==> config.mk <==
export PLATFORM = sky130hd
export DESIGN_NAME = exception_request_ctrl_flat
export DESIGN_NICKNAME = d
export VERILOG_FILES = /design/src/rtl/exception_request_ctrl_if.sv /design/src/rtl/exception_request_ctrl.sv /design/src/flat_wrapper.sv
export SDC_FILE = /design/constraint.sdc
export NUM_CORES = 1
export LEC_CHECK = 0
export CAP_MARGIN = 20
export CORE_UTILIZATION = 51
export CTS_CLUSTER_DIAMETER = 50
export DETAILED_ROUTE_END_ITERATION = 8
export GPL_TIMING_DRIVEN = 0
export PLACE_DENSITY = 0.73
export SYNTH_ARGS = -nofsm -noshare
export SYNTH_HDL_FRONTEND = slang
export SYNTH_SLANG_ARGS = --single-unit
==> constraint.sdc <==
create_clock -name clk -period 3 [get_ports clk]
set_input_delay 0.3 -clock clk [delete_from_list [all_inputs] [get_ports clk]]
set_output_delay 0.3 -clock clk [all_outputs]
set_load 0.005 [all_outputs]
==> src/rtl/exception_request_ctrl_if.sv <==
// CPU-side handshake bundle of the exception request controller.
// master = controller, slave = CPU.
interface exception_request_ctrl_if;
  logic        int_en;
  logic        exp_ack;
  logic        eret;
  logic        exp_req;
  logic [1:0]  exp_code;
  logic [2:0]  pending;
  logic [1:0]  in_service;
  logic [31:0] exp_count;

  modport master (
    input  int_en, exp_ack, eret,
    output exp_req, exp_code, pending, in_service, exp_count
  );

  modport slave (
    output int_en, exp_ack, eret,
    input  exp_req, exp_code, pending, in_service, exp_count
  );
endinterface

==> src/rtl/exception_request_ctrl.sv <==
// Synchronizes and debounces three raw exception sources, latches their rising
// edges and presents them one at a time to the CPU by fixed priority.
module exception_request_ctrl #(
  parameter int DB_CYCLES = 4
) (
  input  logic                      clk,
  input  logic                      rst,
  input  logic                      expSrc0,
  input  logic                      expSrc1,
  input  logic                      expSrc2,
  exception_request_ctrl_if.master  cpu
);

  localparam logic [15:0] DB_LIM = 16'(DB_CYCLES);

  typedef enum logic [1:0] {IDLE, REQ, SERVICE} state_t;

  logic [2:0]  raw;
  logic [2:0]  sync1_q, sync2_q;
  logic [2:0]  level_q, level_d, level_prev_q;
  logic [15:0] db_cnt_q [3];
  logic [15:0] db_cnt_d [3];
  logic [2:0]  rise;
  logic [2:0]  clr;

  state_t      state_q, state_d;
  logic        exp_req_q, exp_req_d;
  logic [1:0]  exp_code_q, exp_code_d;
  logic [2:0]  pending_q, pending_d;
  logic [1:0]  in_service_q, in_service_d;
  logic [31:0] exp_count_q, exp_count_d;

  assign raw = {expSrc2, expSrc1, expSrc0};

  function automatic logic [1:0] top_code(input logic [2:0] p);
    if (p[2])      return 2'd3;
    else if (p[1]) return 2'd2;
    else           return 2'd1;
  endfunction

  // The counter only runs while the synchronized input disagrees with the level.
  always_comb begin
    level_d = level_q;
    for (int i = 0; i < 3; i++) begin
      db_cnt_d[i] = '0;
      if (sync2_q[i] != level_q[i]) begin
        if (db_cnt_q[i] + 16'd1 == DB_LIM)
          level_d[i] = ~level_q[i];
        else
          db_cnt_d[i] = db_cnt_q[i] + 16'd1;
      end
    end
  end

  assign rise = level_q & ~level_prev_q;

  always_comb begin
    state_d      = state_q;
    exp_req_d    = exp_req_q;
    exp_code_d   = exp_code_q;
    in_service_d = in_service_q;
    exp_count_d  = exp_count_q;
    clr          = '0;
    case (state_q)
      IDLE: begin
        if (cpu.int_en && (pending_q != 3'b000)) begin
          state_d    = REQ;
          exp_req_d  = 1'b1;
          exp_code_d = top_code(pending_q);
        end
      end
      REQ: begin
        if (cpu.exp_ack) begin
          clr[exp_code_q - 2'd1] = 1'b1;
          exp_count_d  = exp_count_q + 32'd1;
          in_service_d = exp_code_q;
          exp_req_d    = 1'b0;
          exp_code_d   = 2'd0;
          state_d      = SERVICE;
        end
      end
      SERVICE: begin
        if (cpu.eret) begin
          state_d      = IDLE;
          in_service_d = 2'd0;
        end
      end
      default: state_d = IDLE;
    endcase
    // A new edge on the accepted source outranks its clear.
    pending_d = (pending_q & ~clr) | rise;
  end

  always_ff @(posedge clk or posedge rst) begin
    if (rst) begin
      sync1_q      <= '0;
      sync2_q      <= '0;
      level_q      <= '0;
      level_prev_q <= '0;
      for (int i = 0; i < 3; i++) db_cnt_q[i] <= '0;
      state_q      <= IDLE;
      exp_req_q    <= 1'b0;
      exp_code_q   <= 2'd0;
      pending_q    <= '0;
      in_service_q <= 2'd0;
      exp_count_q  <= '0;
    end else begin
      sync1_q      <= raw;
      sync2_q      <= sync1_q;
      level_q      <= level_d;
      level_prev_q <= level_q;
      for (int i = 0; i < 3; i++) db_cnt_q[i] <= db_cnt_d[i];
      state_q      <= state_d;
      exp_req_q    <= exp_req_d;
      exp_code_q   <= exp_code_d;
      pending_q    <= pending_d;
      in_service_q <= in_service_d;
      exp_count_q  <= exp_count_d;
    end
  end

  assign cpu.exp_req    = exp_req_q;
  assign cpu.exp_code   = exp_code_q;
  assign cpu.pending    = pending_q;
  assign cpu.in_service = in_service_q;
  assign cpu.exp_count  = exp_count_q;

endmodule

==> src/flat_wrapper.sv <==
// flat-port wrapper written by rule: the top's interface ports become plain ports
module exception_request_ctrl_flat 
#(
  parameter int DB_CYCLES = 4
)
  (clk, rst, expSrc0, expSrc1, expSrc2, cpu_int_en, cpu_exp_ack, cpu_eret, cpu_exp_req, cpu_exp_code, cpu_pending, cpu_in_service, cpu_exp_count);
  exception_request_ctrl_if cpu_i ();
  input  logic clk;
  input  logic rst;
  input  logic expSrc0;
  input  logic expSrc1;
  input  logic expSrc2;
  input wire logic [$bits(cpu_i.int_en)-1:0] cpu_int_en;
  input wire logic [$bits(cpu_i.exp_ack)-1:0] cpu_exp_ack;
  input wire logic [$bits(cpu_i.eret)-1:0] cpu_eret;
  output wire logic [$bits(cpu_i.exp_req)-1:0] cpu_exp_req;
  output wire logic [$bits(cpu_i.exp_code)-1:0] cpu_exp_code;
  output wire logic [$bits(cpu_i.pending)-1:0] cpu_pending;
  output wire logic [$bits(cpu_i.in_service)-1:0] cpu_in_service;
  output wire logic [$bits(cpu_i.exp_count)-1:0] cpu_exp_count;
  assign cpu_i.int_en = cpu_int_en;
  assign cpu_i.exp_ack = cpu_exp_ack;
  assign cpu_i.eret = cpu_eret;
  assign cpu_exp_req = cpu_i.exp_req;
  assign cpu_exp_code = cpu_i.exp_code;
  assign cpu_pending = cpu_i.pending;
  assign cpu_in_service = cpu_i.in_service;
  assign cpu_exp_count = cpu_i.exp_count;
  exception_request_ctrl #(.DB_CYCLES(DB_CYCLES)) u_core (.clk(clk), .rst(rst), .expSrc0(expSrc0), .expSrc1(expSrc1), .expSrc2(expSrc2), .cpu(cpu_i));
endmodule
# Yosys cells after proc, flatten, opt, wreduce, memory -nomap -nowiden
# Index checks and enable logic that the tools add are counted.
# totals
reg_bits	102
inputBits	8
output_inout_bits	40
word_cells	78
# classes
add_sub_neg	5
order_cmp	2
eq_ne	11
mux	24
bitwise_logic	8
n_reduce_logical	13
# op_table
operator	count
two-way mux 16 bit	6
adder 16 x 1 -> 16 bit, second input constant	3
equality test 16 x 3 -> 1 bit, second input constant	3
adder 32 x 1 -> 32 bit, second input constant	1
two-way mux 2 bit	8
AND reduction 3 bit	3
case mux 2 bit (2 select lines)	2
AND reduction 2 bit	4
AND 3 bit	2
two-way mux 3 bit	2
NOT 3 bit	2
case mux 2 bit (3 select lines)	1
!= test 2 bit, second input constant	2
nonzero test 2 bit	2
less-than comparator 2 x 3 -> 1 bit, second input constant	1
two-way mux 1 bit	3
!= test 1 bit	3
NOT 1 bit	3
bitwise OR 3 bit	1
nonzero test 3 bit	1
demux 1 bit (select 2 bit)	1
equality test 2 x 1 -> 1 bit, second input constant	1
equality test 2 bit, second input constant	1
>= comparator 2 x 1 -> 1 bit, second input constant	1
5 further kinds	6

# Logic depth before layout (Yosys ltp)
# Gate-level depths: netlist of the first run.
# depth
ltp_word	10
mapped_depth	8
depth_no_buf	7

# Least setup slack after synthesis of the first run
# Ideal clock, no wire load.
# synth_path
kind	reg-to-reg
startpoint	register u_core.db_cnt_q[32] (netlist name)
endpoint	register u_core.level_q[0]
setup_ns	0.125
t_arrival_ns	1.851
t_required_ns	2.875
path_slack_ns	1.025
stages_incl_launch_ff	8
n_path_buf	0
synth_period_minus_slack_ns	1.975
path_cell_list	dfrtp_1 -> ha_1 -> nand3_1 -> nor4_1 -> xnor2_1 -> nand4_1 -> nor3b_1 -> mux2_2
# synth_between
elab_chain_len	3
# synth_rtl
item	line_no	source
start: declaration	exception_request_ctrl.sv:21	logic [15:0] db_cnt_q [3];
adder 16 x 1 -> 16 bit	exception_request_ctrl.sv:47	if (db_cnt_q[i] + 16'd1 == DB_LIM)
equality test 16 x 3 -> 1 bit	exception_request_ctrl.sv:47	
AND reduction 2 bit (no line)	-	
end signal: assignment	exception_request_ctrl.sv:110	level_q <= level_d;
end: declaration	exception_request_ctrl.sv:20	logic [2:0] level_q, level_d, level_prev_q;
# No other way between the ends.
# A chain may end at the register's enable or synchronous reset.

==> metrics.yaml, run 1 <==
critPathSlowestCell: "dfrtp_1"
yosysWarnings: 0
worstSkewPairLatency_ns: 0.36
start_util_pct: 52.6
critical_path_peak_fanout: 7
critical_path.max_stage_delay_ns: 0.40
drtPass1Iterations: 4
viasPerCell: 5.36
pin_count: 48
p_leak_nw: 2.47
timing.fmax_mhz: 430
clkTransAtPathRegs_ns: 0.10
ys_seq_elements: 102
hold_violations: 0
p_switching_mw: 1.03
yosysSeqAreaShare_pct: 52.5
syn_inst: 466
endpoint: "u_core.db_cnt_q[1]"
met2_usage_pct: 31.3
antenna_cells: 0
crit_type: "reg -> reg"
cp-start-kind: "flop"
fin_skew_ns: 0.0126
overflow: 0
place_ws_ns: 0.682
drive_gt1_share_pct: 7.55
cts_hold_buf: 0
vias: 3533
routed_wl_mm: 8.92
crit_chain: "ha_1, clkbuf_1, nand2_1, nor3_1, a31oi_1, nor4b_2, a21oi_1, and2_1"
rsz0062_at_grt: "no"
gr-max-usage-layer: "met2"
clock_sinks: 102
period_minus_slack_ns: 2.33
swShare_pct: 31.7
avgSynthCellArea_um2: 10.4
slew_headroom_pct: 42.5
synth_nets: 478
internal_power_mw: 2.22
die_y_um: 99.6
power_mw: 3.25
p_per_area_nw_per_um2: 571
syn_area_um2: 4860
setup-violations-final: 0
antenna_left: 0
reg2reg_from: "u_core.db_cnt_q[0]"
cts_buffers: 9
synth_cell_types: 57
reg2reg_setup_slack_ns: 0.67
synthFlopType: "dfrtp_1"
peakVddDrop_v: 0.000364
met1_usage_pct: 26.5
core_um2: 9240
initialDrtViolationCount: 103
drv_slew: 0
die_area_um2: 9930
fin_tns_setup_ns: 0
period_share_pct: 77.6
wl_per_cell_um: 13.5
tightest_slew_ns: 0.852
clock_path_buffers: 2
synthToLayoutAreaGrowth_pct: 17.3
drv_cap: 0
grt_first_pass_wirelength_mm: 15.3
async_flop_share_pct: 100
io_buffers: 47
ctsResizeCount: 0
htreeDepth: 3
fin_ws_ns: 0.673
synth_edf_count: 0
drcViolationCount: 0
worstSetupEndpointType: "flop"
required_ns: 3.25
globalplace.congestion: 0.858
cts_tree: "built"
crit_arrival_ns: 2.58
fp.dieW_um: 99.6
hold_path.class: "in -> async"
dp_hpwl_mm: 6.40
pwr-share-seq_pct: 53.1
antenna_found_initial: 0
grt_pass1_vias: 3312
root_buffer: "clkbuf_8"
track_usage_pct: 19.4
use_met3_pct: 4.71
reg2regPathDepth: 8
rows: 35
status: "finished clean"
power_frac_comb_pct: 22.7
nets: 537
power_frac_clock_pct: 24.2
crit_start: "u_core.db_cnt_q[0]"
r2r_end: "u_core.db_cnt_q[1]"
grt_max_degree: 75
post_cts_buffers: 0
-- power by group through the flow --
stage	Sequential [mW]	Clock, mW	Combinational [mW]
2_1_floorplan	1.73	0	0.433
3_3_place_gp	1.75	0	0.725
3_5_place_dp	1.76	0	0.748
4_1_cts	1.73	0.826	0.753
5_1_grt	1.76	0.870	0.838
6_report	1.73	0.788	0.738
-- stage by stage --
step / cell area [µm²] / std cells / util [%] / hold slack (ns)
CTS: 5700 / 659 / 61.7 / 0.278
finish: 5700 / 659 / 61.7 / 0.281
global placement: 5490 / 642 / 59.4 / 0.336
floorplan: 4860 / 466 / - / 0.331
detailed placement: 5520 / 643 / 59.8 / 0.335
global route: 5700 / 659 / 61.7 / 0.302
-- per-layer routing --
layer	routed length (µm)	part of all wire, %
met4	80	0.90
met3	386	4.3
met5	0	0
met1	4330	49
met2	4120	46
-- kinds of logic (layout without fill, tap and decap cells) --
kind of cell | count (synthesis) | count (layout) | synth area share (%)
AO/OA/AOI/OAI | 33 | 33 | 4.63
XOR/XNOR | 77 | 77 | 13.9
AND/OR/NAND/NOR | 221 | 221 | 24.4
flip-flops | 102 | 102 | 52.5
adder cells (fa/ha/maj) | 4 | 4 | 1.03
multiplexers | 7 | 7 | 1.60
buffers and inverters | 22 | 86 | 1.93
-- registers in the layout, indices dropped and copies added (netlist names) --
name,flops
u_core.cpu.exp_count,32
u_core.cpu.pending,3
u_core.db_cnt_q,48
u_core.level_prev_q,3
u_core.sync1_q,3
u_core.cpu.exp_code,2
u_core.sync2_q,3
u_core.cpu.in_service,2
u_core.state_q,2
u_core.cpu.exp_req,1
u_core.level_q,3
-- worst min-delay path by stage --
stage	depth (start not counted)	slack, ns	startpoint	end
after floorplan	0	0.33	u_core.sync1_q[0]	u_core.sync2_q[0]
after global placement	0	0.34	u_core.sync1_q[2]	u_core.sync2_q[2]
after detailed placement	0	0.33	u_core.sync1_q[1]	u_core.sync2_q[1]
after CTS	2	0.28	rst	u_core.sync1_q[0]
after global routing	2	0.30	rst	u_core.db_cnt_q[32]
final	2	0.28	rst	u_core.db_cnt_q[37]
-- Yosys cell counts (3+ instances only) --
| cell type | n | area share (%) |
|---|---|---|
| nor2b_1 | 6 | 0.77 |
| inv_1 | 11 | 0.85 |
| nand3_1 | 27 | 2.8 |
| nor4_1 | 10 | 1.3 |
| nor3b_1 | 4 | 0.62 |
| and4_1 | 7 | 1.3 |
| xnor2_1 | 44 | 7.9 |
| or3_1 | 3 | 0.39 |
| xor2_1 | 33 | 5.9 |
| mux2i_1 | 4 | 0.82 |
| ha_1 | 4 | 1.0 |
| nor2_1 | 57 | 4.4 |
| and3_1 | 12 | 1.5 |
| nand4_1 | 19 | 2.4 |
| and2_1 | 8 | 1.0 |
| o21ai_0 | 11 | 1.1 |
| nor3_1 | 8 | 0.82 |
| dfrtp_1 | 102 | 53 |
| nand2_1 | 36 | 2.8 |
| clkbuf_1 | 7 | 0.54 |
| a21oi_1 | 6 | 0.62 |
| and3_2 | 3 | 0.46 |
| nand2b_1 | 3 | 0.39 |
-- cell usage in the layout, fill, tap and decap left out, types with 3 or more instances in the layout --
cell type,count
and2_1,8
clkinvlp_4,3
nor4_1,10
nor2b_1,6
and4_1,7
and3_2,3
nand2_1,36
xnor2_1,44
clkbuf_1,7
dfrtp_1,102
inv_1,10
xor2_1,33
or3_1,3
nor2_1,57
nand2b_1,3
nand4_1,19
nor3_1,8
mux2i_1,4
o21ai_0,11
ha_1,4
and3_1,12
clkdlybuf4s50_1,47
nor3b_1,4
clkbuf_8,9
a21oi_1,6
inv_6,3
nand3_1,27
-- final cells by class --
cell class | count | area (µm²)
well taps | 129 | 161
fillers | 759 | 3540
multi-input cells | 342 | 2210
repair buffers | 48 | 498
inverters | 11 | 43.8
flip-flops and latches | 102 | 2550
plain buffers | 11 | 52.6
clock buffers | 9 | 124
clock inverters | 7 | 53.8
-- critical path: cells and delay by family, from the launching register on --
family	cells	cell delay [ns]
adder cells (fa/ha/maj)	1	0.16
flip-flops	1	0.40
AND/OR/NAND/NOR	4	1.05
buffers and inverters	1	0.28
AO/OA/AOI/OAI	2	0.33
No activity file was read; power rests on OpenSTA's default activity.
==> run 2, diff against run 1 <==
Settings changed: CORE_UTILIZATION 51 to 57, PLACE_DENSITY 0.73 to 0.78.
Clock period 3 ns to 2.2 ns, I/O delays scaled along.
==> run 2 against run 1 <==
Against the previous run:
- final area increased by 2.5%
- clock-buffer cell count unchanged
- die area decreased by 10%
- highest routed layer unchanged
- first-iteration DRC count increased by 15%
- final cell count decreased by 3.8%
- clock power increased by 78%
- global-route usage increased by 3.1 points
- utilization increased by 9.4 points
- combinational power increased by 38%
==> metrics.yaml, run 2 (synthesis results as in run 1) <==
utilization_pct: 71.1  # was 61.7%
place_ws_ns: -0.113  # was 0.682 ns
critical_path.max_stage_delay_ns: 0.45  # was 0.40 ns
cts_tree: "built"  # unchanged
grt_max_degree: 37  # was 75
vias: 3577  # was 3533
track_usage_pct: 22.5  # was 19.4%
grt_first_pass_wirelength_mm: 15.5  # was 15.3 mm
drtPass1Iterations: 4  # unchanged
post_cts_buffers: 0  # unchanged
hold_path.class: "in -> reg"  # was in -> async
die_y_um: 94.3  # was 99.6 µm
routed_wl_mm: 9.26  # was 8.92 mm
timing.fmax_mhz: 469  # was 430 MHz
cp_top_family: "simple AND/OR/NAND/NOR gates"  # unchanged
fin_ws_ns: 0.0686  # was 0.673 ns
tightest_slew_ns: 0.821  # was 0.852 ns
dp_hpwl_mm: 6.46  # was 6.40 mm
fin_skew_ns: 0.00635  # was 0.0126 ns
io_buffers: 47  # unchanged
cts_hold_buf: 0  # unchanged
reg2reg_setup_slack_ns: 0.07  # was 0.67 ns
final_cell_mix: "dfrtp_1 (100), nor2_1 (57), clkdlybuf4s50_1 (47)"  # was dfrtp_1 (102), nor2_1 (57), clkdlybuf4s50_1 (47)
drive_gt1_share_pct: 10.8  # was 7.55%
p_leak_nw: 2.51  # was 2.47 nW
viasPerCell: 5.64  # was 5.36
core_um2: 8220  # was 9240 µm²
rows: 33  # was 35
cp-start-kind: "flop"  # unchanged
whs_ns: 0.297  # was 0.281 ns
synthToLayoutAreaGrowth_pct: 20.2  # was 17.3%
worstSetupEndpointType: "flop"  # unchanged
pin_count: 48  # unchanged
fillers: 639  # was 759
antenna_left: 0  # unchanged
top_register: "u_core.db_cnt_q"  # unchanged
drcViolationCount: 0  # unchanged
root_buffer: "clkbuf_8"  # unchanged
power_mw: 4.78  # was 3.25 mW
antenna_cells: 0  # unchanged
status: "finished clean"  # unchanged
worstSkewPairLatency_ns: 0.36  # about the same
final_common_cell: "dfrtp_1"  # unchanged
multiInputGateArea_um2: 2310  # was 2210 µm²
largest_reg_flops: 48  # unchanged
initialDrtViolationCount: 118  # was 103
start_util_pct: 59.2  # was 52.6%
required_ns: 2.45  # was 3.25 ns
peakVddDrop_v: 0.000611  # was 0.000364 V
hold_violations: 0  # unchanged
globalplace.congestion: 0.821  # was 0.858
setup-violations-final: 0  # unchanged
fp.dieW_um: 94.3  # was 99.6 µm
overflow: 0  # unchanged
clkTransAtPathRegs_ns: 0.09  # was 0.10 ns
htreeDepth: 3  # unchanged
cp.buffers_inverters: 0  # was 1
clock_sinks: 102  # unchanged
drv_cap: 0  # unchanged
critical_path_peak_fanout: 4  # was 7
fin_tns_setup_ns: 0  # unchanged
die_area_um2: 8900  # was 9930 µm²
critPathSlowestCell: "or4b_1"  # was dfrtp_1
p_per_area_nw_per_um2: 818  # was 571 nW/µm²
wl_per_cell_um: 14.6  # was 13.5 µm
grt_pass1_vias: 3375  # was 3312
cts_buffers: 9  # unchanged
drv_slew: 0  # unchanged
clock_path_buffers: 2  # unchanged
nets: 536  # was 537
crit_arrival_ns: 2.38  # was 2.58 ns
crit_type: "reg -> reg"  # unchanged
period_minus_slack_ns: 2.13  # was 2.33 ns
period_share_pct: 96.9  # was 77.6%
antenna_found_initial: 0  # unchanged
seqCellArea_um2: 2550  # about the same
crit_chain: "ha_4, or4b_1, nor4_2, nand4_1, nor3b_2, mux2_2"  # was ha_1, clkbuf_1, nand2_1, nor3_1, a31oi_1, nor4b_2, a21oi_1, and2_1
slew_headroom_pct: 44.6  # was 42.5%
-- run 2: layer usage --
metal	vias up	global-route usage, %	part of all wire, %
met1	1758	30.6	45
met5	-	0	0
li1	1729	-	-
met4	0	5.90	0.99
met2	78	35.1	49
met3	12	6.84	5.2
-- run 2: timing repair --
action                                  CTS  global route
pin swaps                                 0             5
gates resized for setup                   3            16
endpoints found under the setup margin    5            16
-- run 2: report_power, final --
group	switching (mW)	internal [mW]	total, mW
clock network	0.639	0.759	1.40
registers	0.246	2.12	2.37
logic	0.514	0.503	1.02
total	1.40	3.38	4.78
-- run 2: stage by stage --
stage	instances	instance area [µm²]
after CTS	635	5770
after floorplan	466	4860
after global routing	634	5840
after global placement	618	5470
final	634	5840
after detailed placement	620	5510
-- run 2: path summary, 6_finish.rpt --
kind / from / endpoint / depth (start not counted)
min in group asynchronous: rst / u_core.db_cnt_q[23] / 2
worst max register to register: u_core.db_cnt_q[33] / u_core.level_q[0] / 6
max in group asynchronous: rst / u_core.db_cnt_q[40] / 4
worst max-delay path: u_core.db_cnt_q[33] / u_core.level_q[0] / 6
worst min-delay path: expSrc2 / u_core.sync1_q[2] / 1
worst min register to register: u_core.sync1_q[0] / u_core.sync2_q[0] / 0
-- run 2: area by class of cell --
class	count	area share, %
Tap cell	105	2.25
Clock buffer	9	2.12
Multi-Input combinational cell	342	39.6
Inverter	11	0.771
Buffer	9	0.771
Timing Repair Buffer	49	8.73
Clock inverter	7	2.08
Sequential cell	102	43.7
==> run 3, diff against run 2 <==
Settings changed: CORE_UTILIZATION 57 to 63, DONT_BUFFER_PORTS set to 1, PLACE_DENSITY 0.78 to 0.77.
==> run 3 against run 2 <==
Against the previous run:
- clock skew grew 0.0060 ns
- final cell count fell by 7.3%
- via count fell by 4.5%
- die area decreased by 9.3%
- flip-flop and latch count stayed put
- sequential power up 2%
- worst hold slack got worse by 0.26 ns
- sequential share of layout area increased by 3.6 points
- total power fell by 9.8%
- critical endpoint unchanged
- largest cell class unchanged
==> metrics.yaml, run 3 (synthesis results as in run 1) <==
root_buffer: "clkbuf_8"  # unchanged
nets: 496  # was 536
reg2reg_setup_slack_ns: 0.02  # was 0.07 ns
initialDrtViolationCount: 153  # was 118
grt_first_pass_wirelength_mm: 15.5  # about the same
start_util_pct: 66.0  # was 59.2%
synthToLayoutAreaGrowth_pct: 10.9  # was 20.2%
clock_sinks: 102  # unchanged
slew_headroom_pct: 40.5  # was 44.6%
grt_max_degree: 44  # was 37
top_register: "u_core.db_cnt_q"  # unchanged
drive_gt1_share_pct: 11.7  # was 10.8%
fin_skew_ns: 0.0123  # was 0.00635 ns
hold_violations: 0  # unchanged
clock_path_buffers: 2  # unchanged
largest_reg_flops: 48  # unchanged
wl_met3_um: 465  # was 485 µm
critical_path.max_stage_delay_ns: 0.44  # was 0.45 ns
rows: 31  # was 33
pin_count: 48  # unchanged
worstSkewPairLatency_ns: 0.37  # was 0.36 ns
cp-start-kind: "flop"  # unchanged
setup-violations-final: 0  # unchanged
overflow: 0  # unchanged
critical_path_peak_fanout: 4  # unchanged
crit_start: "u_core.db_cnt_q[32]"  # was u_core.db_cnt_q[33]
reg2regPathDepth: 6  # unchanged
timing.fmax_mhz: 459  # was 469 MHz
drt-met1-wl_mm: 4.07  # was 4.18 mm
clkTransAtPathRegs_ns: 0.09  # about the same
power_mw: 4.32  # was 4.78 mW
die_area_um2: 8070  # was 8900 µm²
top_layer: "met4"  # unchanged
hold_path.class: "in -> reg"  # unchanged
routed_wl_mm: 9.24  # was 9.26 mm
htreeDepth: 3  # unchanged
p_per_area_nw_per_um2: 800  # was 818 nW/µm²
cts_tree: "built"  # unchanged
period_minus_slack_ns: 2.18  # was 2.13 ns
grt_pass1_vias: 3183  # was 3375
core_um2: 7370  # was 8220 µm²
r2r_end: "u_core.level_q[0]"  # unchanged
p_leak_nw: 2.37  # was 2.51 nW
reg2reg_from: "u_core.db_cnt_q[32]"  # was u_core.db_cnt_q[33]
worstSetupEndpointType: "flop"  # unchanged
drv_cap: 0  # unchanged
antenna_left: 0  # unchanged
track_usage_pct: 24.3  # was 22.5%
vias: 3415  # was 3577
antenna_found_initial: 1  # was 0
tightest_slew_ns: 0.881  # was 0.821 ns
period_share_pct: 99.1  # was 96.9%
io_buffers: 0  # was 47
viasPerCell: 5.81  # was 5.64
whs_ns: 0.0383  # was 0.297 ns
wl_per_cell_um: 15.7  # was 14.6 µm
crit_arrival_ns: 2.44  # was 2.38 ns
status: "finished clean"  # unchanged
final_cell_mix: "dfrtp_1 (102), nor2_1 (57), xnor2_1 (44)"  # was dfrtp_1 (100), nor2_1 (57), clkdlybuf4s50_1 (47)
crit_type: "reg -> reg"  # unchanged
routed-wl-met2_mm: 4.54  # was 4.50 mm
globalplace.congestion: 0.809  # was 0.821
dp_hpwl_mm: 6.44  # was 6.46 mm
final_common_cell: "dfrtp_1"  # unchanged
critPathSlowestCell: "or3_4"  # was or4b_1
crit_chain: "ha_4, nand3_2, or3_4, o41ai_2, nor3b_2, mux2_2"  # was ha_4, or4b_1, nor4_2, nand4_1, nor3b_2, mux2_2
peakVddDrop_v: 0.000512  # was 0.000611 V
fp.dieW_um: 89.8  # was 94.3 µm
die_y_um: 89.8  # was 94.3 µm
drv_slew: 0  # unchanged
cts_buffers: 9  # unchanged
required_ns: 2.46  # was 2.45 ns
drcViolationCount: 0  # unchanged
endpoint: "u_core.level_q[0]"  # unchanged
drtPass1Iterations: 4  # unchanged
==> run 3: cell type report <==
cell class | instances | area [µm²]
antenna | 1 | 2.50
clock buffer | 11 | 151
sequential | 102 | 2550
multi-input combinational | 342 | 2330
timing repair buffer | 8 | 108
inverter | 11 | 45.0
tap | 99 | 124
fill | 534 | 1980
buffer | 10 | 48.8
clock inverter | 4 | 30.0
==> run 3: worst max-delay path: cells and delay by family, from the launching register on <==
kind                       cells  cell delay [ns]
AOI/OAI and AO/OA              1             0.26
adders and majority gates      1             0.18
and+or+nand+nor                3             0.85
DFF                            1             0.43
muxes                          1             0.36
==> run 3: worst min path at each step <==
stage,slack [ns],end,from,depth (start not counted)
2_1_floorplan,0.25,u_core.sync1_q[0],expSrc0,0
3_3_place_gp,0.25,u_core.sync1_q[2],expSrc2,0
3_5_place_dp,0.25,u_core.sync1_q[0],expSrc0,0
4_1_cts,0.02,u_core.state_q[0],cpu_exp_ack,2
5_1_grt,0.03,u_core.state_q[0],cpu_exp_ack,2
6_report,0.04,u_core.state_q[0],cpu_exp_ack,2
==> run 3: through the flow <==
step / area (µm²) / TNS (ns) / cells / util, % / worst slack (ns)
after global placement: 4990 / -0.0561 / 565 / 67.7 / -0.0522
after global routing: 5390 / -0.0675 / 588 / 73.2 / -0.0621
final: 5390 / 0 / 588 / 73.2 / 0.0201
after floorplan: 4860 / 0 / 466 / - / 0.225
after detailed placement: 5030 / -0.148 / 567 / 68.2 / -0.102
after CTS: 5260 / 0 / 585 / 71.4 / 0.00892
==> run 3: where the power goes <==
group | leakage [nW] | switching [mW] | internal, mW
clock | 0.0922 | 0.627 | 0.474
sequential | 1.35 | 0.301 | 2.12
combinational | 0.927 | 0.460 | 0.334
==> run 3: timing repair <==
item | CTS | global route
hold buffers | 4 | 0
hold endpoints to repair | 45 | 0
gates resized for setup | 3 | 16
cloned | 0 | 0
setup endpoints to repair | 8 | 11
buffers inserted | 0 | 1
pin swaps | 1 | 2
==> run 3: per-layer routing <==
layer	global-route usage [%]	vias up
met3	8.12	15
li1	-	1654
met1	32.3	1674
met5	0	-
met4	7.51	0
met2	37.8	72
